## src/rtl/spm_host_driver.sv

```systemverilog
// rtl/spm_host_driver.sv - parallel host for the serial-parallel multiplier: streams y LSB-first, deserialises p
// Optional build macro SPM_HOST_SIGNED_EN selects two's-complement operands (sign-extended y stream).
module spm_host_driver #(
    parameter int WIDTH = 32,
    parameter int P_LAT = 1
) (
    input  logic                 clk,
    input  logic                 rst,
    input  logic                 in_valid,
    output logic                 in_ready,
    input  logic [WIDTH-1:0]     in_x,
    input  logic [WIDTH-1:0]     in_y,
    output logic                 out_valid,
    input  logic                 out_ready,
    output logic [2*WIDTH-1:0]   out_p,
    output logic [WIDTH-1:0]     spm_x,
    output logic                 spm_y,
    input  logic                 spm_p,
    output logic                 spm_clr_n
);

    localparam int LAST = 2 * WIDTH + P_LAT - 1;
    localparam int CW   = $clog2(2 * WIDTH + P_LAT + 1);

    typedef enum logic [1:0] {IDLE, CLEAR, RUN, DONE} state_t;

    state_t           state;
    logic [CW-1:0]    cnt;
    logic [WIDTH-1:0] y_sr;
    logic             ext_bit;

    // The shift register refills from the top with the extension bit, so after
    // WIDTH shifts it streams nothing but the extension.
`ifdef SPM_HOST_SIGNED_EN
    assign ext_bit = y_sr[WIDTH-1];
`else
    assign ext_bit = 1'b0;
`endif

    always_ff @(posedge clk or negedge rst) begin
        if (!rst) begin
            state     <= IDLE;
            in_ready  <= 1'b1;
            out_valid <= 1'b0;
            out_p     <= '0;
            spm_x     <= '0;
            spm_y     <= 1'b0;
            spm_clr_n <= 1'b0;
            cnt       <= '0;
            y_sr      <= '0;
        end else begin
            case (state)
                IDLE: begin
                    if (in_valid) begin
                        spm_x     <= in_x;
                        y_sr      <= in_y;
                        spm_clr_n <= 1'b0;
                        spm_y     <= 1'b0;
                        in_ready  <= 1'b0;
                        state     <= CLEAR;
                    end else begin
                        spm_clr_n <= 1'b1;
                    end
                end
                CLEAR: begin
                    spm_clr_n <= 1'b1;
                    cnt       <= '0;
                    spm_y     <= y_sr[0];
                    y_sr      <= {ext_bit, y_sr[WIDTH-1:1]};
                    state     <= RUN;
                end
                RUN: begin
                    // spm_p currently carries product bit cnt-P_LAT; LSB ends at bit 0.
                    if (32'(cnt) >= P_LAT) begin
                        out_p <= {spm_p, out_p[2*WIDTH-1:1]};
                    end
                    if (cnt == CW'(LAST)) begin
                        spm_y     <= 1'b0;
                        out_valid <= 1'b1;
                        state     <= DONE;
                    end else begin
                        cnt   <= cnt + 1'b1;
                        spm_y <= y_sr[0];
                        y_sr  <= {ext_bit, y_sr[WIDTH-1:1]};
                    end
                end
                DONE: begin
                    if (out_ready) begin
                        out_valid <= 1'b0;
                        in_ready  <= 1'b1;
                        state     <= IDLE;
                    end
                end
                default: begin
                    state    <= IDLE;
                    in_ready <= 1'b1;
                end
            endcase
        end
    end

endmodule

```

## config.mk

```make
export PLATFORM = sky130hd
export DESIGN_NAME = spm_host_driver
export DESIGN_NICKNAME = d
export VERILOG_FILES = /design/src/rtl/spm_host_driver.sv
export SDC_FILE = /design/constraint.sdc
export NUM_CORES = 1
export LEC_CHECK = 0
export ABC_AREA = 0
export CELL_PAD_IN_SITES_DETAIL_PLACEMENT = 0
export CELL_PAD_IN_SITES_GLOBAL_PLACEMENT = 1
export CORE_MARGIN = 1
export CORE_UTILIZATION = 40
export CTS_BUF_LIST = sky130_fd_sc_hd__clkbuf_8
export CTS_CLUSTER_SIZE = 28
export DETAILED_ROUTE_END_ITERATION = 6
export PLACE_DENSITY_LB_ADDON = 0.1
export SYNTH_ARGS = -nofsm -noshare
export SYNTH_HDL_FRONTEND = slang
export SYNTH_SLANG_ARGS = --single-unit
```

## constraint.sdc

```tcl
create_clock -name clk -period 2.16 [get_ports clk]
set_clock_uncertainty 0.1 [all_clocks]
set_input_delay 0.432 -clock clk [delete_from_list [all_inputs] [get_ports clk]]
set_output_delay 0.432 -clock clk [all_outputs]
set_load 0.05 [all_outputs]
```

After elaboration in Yosys (flattened, before gate mapping):

Cells that the tools add are included.

* add/subtract/negate cells: 1
* $lt $le $gt $ge: 1
* eq/ne operators: 8
* multiplexer cells: 19
* reductions and logical operators: 14

Operators with widths (number)
* one-hot mux 32 bit (3 select lines): 1
* 2-to-1 mux 32 bit: 2
* one-hot mux 7 bit (2 select lines): 1
* AND reduction 3 bit: 4
* inequality test 2 bit, second input constant: 4
* one-hot mux 2 bit (4 select lines): 1
* AND reduction 2 bit: 4
* nonzero test 2 bit: 4
* adder 7 x 1 -> 7 bit, second input constant: 1
* equality test 7 bit, second input constant: 1
* >= comparator 7 x 1 -> 1 bit, second input constant: 1
* 2-to-1 mux 7 bit: 1
* 2-to-1 mux 1 bit: 6
* 2-to-1 mux 2 bit: 3
* one-hot mux 1 bit (2 select lines): 3
* equality test 2 bit, second input constant: 2
* one-hot mux 1 bit (3 select lines): 1
* nonzero test 3 bit: 1
* equality test 2 x 1 -> 1 bit, second input constant: 1
* zero test 2 bit: 1

* bits in registers: 141
* input bits: 69
* output and inout bits: 100
* word-level logic and storage cells: 52

Logic depth before layout (Yosys ltp):

* word-level depth: 3
* gate-level depth with buffers: 7
* gate-level depth less buffers: 6

Worst setup path after synthesis:

OpenSTA, ideal clock, no wires.

* path type: register to register
* start point: register cnt[1]
* end point: register out_p[10]
* setup time: 0.125 ns
* data arrival time: 1.673 ns
* slack: 0.262 ns
* cell stages (with the launch flop): 8
* period minus slack after synthesis: 1.898 ns
* cells stage by stage: dfrtp_1 -> inv_1 -> ha_1 -> nor4_1 -> nand2_4 -> nand2_8 -> buf_12 -> mux2_4

* longest elaborated chain between the ends: 2

RTL lines
* from (decl): line 28 `logic [CW-1:0] cnt;`
* from (signal assigned): line 82 `cnt <= cnt + 1'b1;`
* >= comparator 7 x 1 -> 1 bit: line 74 `if (32'(cnt) >= P_LAT) begin`
* AND reduction 2 bit (no source line)
* to (signal assigned): line 75 `out_p <= {spm_p, out_p[2*WIDTH-1:1]};`
* to (decl): line 15 `output logic [2*WIDTH-1:0] out_p,`

No other way between the ends.
A chain may end at the register's enable or synchronous reset.

Final worst setup path:

* start point: register spm_x[23]
* end point: output spm_x[23]

RTL lines
* from (decl): line 16 `output logic [WIDTH-1:0] spm_x,`
* from (signal assigned): line 55 `spm_x <= in_x;`

No word-level cell between the ends.

==> results.toml <==
[synth]
syn_inst = 424
yosysUniqueCellTypes = 39
synthTopCellsByArea = "dfrtp_1 57%, mux2_4 15%, mux2_2 6.6%"
yosysTopAreaCellShare_pct = 57.0
ys_warn_count = 0
synthesis.area_sq_um = 6140
synth-seq-cells = 141
synth_edf_count = 0
synth_flop_cell = "dfrtp_1"
synth_common_cells = "140 x dfrtp_1, 60 x mux2_4, 36 x a21oi_1, 36 x mux2_2, 35 x nor2_1"
async_reset_ff_share_pct = 100
yosysTopAreaCell = "dfrtp_1"
yosysSeqAreaShare_pct = 57.5
yosysMostFrequentCell = "dfrtp_1"
synth_nets = 501
syn_area_per_cell_sq_um = 14.5

[clock_network]
clk_pin_slew_ns = 0.07
ctsHtreeMaxLevel = 4
postCtsSetupRepairBufs = 0
cts_buffer_depth = 2
clkLatencyLatePin_ns = 0.43
ctsRootBufferMaster = "clkbuf_8"
clock-sinks = 141
numCtsBuffers = 17
cts_tree = "yes"

[critical_path]
crit_family = "buffers and inverters"
crit_arrival_ns = 1.56
path_cells = "clkdlybuf4s50_1"
r2r_slack_ns = 0.15
cp.buffers_inverters = 1
reg2reg_depth = 8
path_max_fanout = 2
required_ns = 1.63
cp.depth = 1
critPathSlowestCell = "clkdlybuf4s50_1"
cp-start-kind = "flop"
slowest_delay_ns = 0.79
cp-end-kind = "output port"
worstSetupPathType = "reg -> out"

[routing]
vias = 3967
dr_wl_met2_um = 5730
post_drt_wl_per_cell_um = 16.0
viasPerCell = 4.95
ant_nets = 0
wl_met3_um = 906
drc_errors = 0
drt-pass1-iter-count = 5
top_layer_used = "met4"
drt-met1-wl_um = 5940
detail_route.iter0.violations = 136
wl_um = 12800

[global_routing]
grt_usage_pct = 17.2
antenna_found_initial = 0
grt_max_degree = 65
grt_pass1_wl_um = 21500
first_global_vias = 4144
overflow = 0

[worst_hold_path]
hold_class = "in -> async"

[floorplan]
rows = 44
start_util_pct = 41.6
core_sq_um = 14800
die_y_um = 126
io_pins = 169
die_w_um = 126
dieArea_sq_um = 15900

[pwr]
max-vdd-ir-drop_uv = 865
p_int_mw = 7.16
p_per_area_nw_per_um2 = 1430
switching_share_pct = 41.0
p_switching_mw = 4.97
pwr-share-comb_pct = 49.6
total_leakage_power_nw = 4.44
p_seq_share_pct = 32.2
p_clk_share_pct = 18.2

[sta]
max_freq_ghz = 0.478
setup_viol = 0
timing.final.ws_setup_ns = 0.0680
rsz0062_at_grt = "no"
fin_setup_tns_ns = 0
drv_slew = 0
fin_crit_sh_pct = 96.9
min_period_ns = 2.09
worstMarginPinSlew_ns = 0.539
slew_headroom_pct = 64.0
hold_violations = 0

[outcome]
status = "completed"

[placed_design]
dp.final_hpwl_um = 8840
placed_cells = 770
numPortBuffers = 168
place.gp.congestion = 0.710
pre_cts_slack_ns = 0.119

[job]
maxCapViolCount = 0

[cells_and_area]
syn_to_final_growth_pct = 37.7
drive_above_1_share_pct = 26.1
antennaDiodeCount = 0
layout.nets = 683
fin_cells = 802
## layer usage
layer | vias to the layer above | GRT usage [%]
met5 | - | 0
met4 | 0 | 6.87
met3 | 16 | 5.82
met2 | 139 | 25.6
met1 | 1946 | 23.2
li1 | 1866 | -
## what timing repair did
action / CTS / global route
setup endpoints to repair: 67 / 22
hold buffers: 1 / 0
endpoints found under the hold margin: 36 / 0
resized for setup: 67 / 22
## stage by stage
| stage | hold WS, ns | power (mW) | utilization (%) | cell area (sq um) |
|---|---|---|---|---|
| finish | 0.387 | 12.1 | 57.3 | 8460 |
| global route | 0.376 | 12.9 | 57.3 | 8460 |
| CTS | 0.367 | 12.3 | 57.0 | 8410 |
| detailed placement | 0.278 | 10.2 | 54.6 | 8060 |
| global placement | 0.283 | 10.1 | 54.6 | 8060 |
| floorplan | 0.0364 | 8.48 | - | 6140 |
## area by class of cell
| class | count | area (sq um) |
|---|---|---|
| Clock buffer | 20 | 275 |
| Clock inverter | 11 | 141 |
| Fill cell | 1249 | 6290 |
| Inverter | 9 | 33.8 |
| Multi-Input combinational cell | 252 | 2390 |
| Sequential cell | 141 | 3530 |
| Tap cell | 184 | 230 |
| Timing Repair Buffer | 185 | 1860 |
## power by group through the flow
stage | logic, mW | registers (mW) | clock network (mW)
final | 6.02 | 3.90 | 2.21
after global placement | 6.14 | 3.94 | 0
after CTS | 6.10 | 3.93 | 2.28
after floorplan | 3.03 | 5.45 | 0
after global routing | 6.43 | 4.02 | 2.41
after detailed placement | 6.24 | 3.97 | 0
## registers in the layout, summed over array words and instances (netlist names)
register,cells
cnt,7
spm_clr_n,1
spm_y,1
out_p,64
spm_x,32
in_ready,1
state,2
y_sr,32
out_valid,1
## cells by family after synthesis
kind of cell               synth area share, %
DFF                                       57.5
muxes                                     26.5
and+or+nand+nor                           5.03
AOI/OAI and AO/OA                         5.72
buffers and inverters                     3.65
adders and majority gates                 1.63
## cells in the final DEF (no fill, tap or decap), types with 2 or more instances in the layout
master,Yosys,routed
dfrtp_1,140,140
clkdlybuf4s50_1,0,68
dlygate4sd2_1,0,67
mux2_4,60,60
mux2_2,36,36
a21oi_1,36,36
nor2_1,35,35
mux2i_1,31,31
dlymetal6s2s_1,0,22
clkbuf_8,0,20
buf_4,0,18
inv_1,9,10
buf_12,6,8
nor2b_1,7,7
ha_1,8,7
nand3_1,5,5
nand2_1,3,3
a31oi_1,3,3
o21ai_0,3,3
clkinv_2,0,3
bufinv_16,0,3
and2_1,2,2
and3_1,2,2
o31ai_1,2,2
o41ai_1,2,2
clkinvlp_4,0,2
## path summary, 6_finish.rpt
kind,from,end
worst max-delay path,spm_x[23]$_DFFE_PN0P_,spm_x[23]
worst min-delay path,rst,spm_x[21]$_DFFE_PN0P_
worst max register to register,cnt[1]$_DFFE_PN0P_,out_p[25]$_DFFE_PN0P_
worst min register to register,spm_clr_n$_DFFE_PN0P_,spm_clr_n$_DFFE_PN0P_
max in group asynchronous,rst,out_p[28]$_DFFE_PN0P_
min in group clk,spm_clr_n$_DFFE_PN0P_,spm_clr_n$_DFFE_PN0P_
No activity file was read; power rests on OpenSTA's default activity.
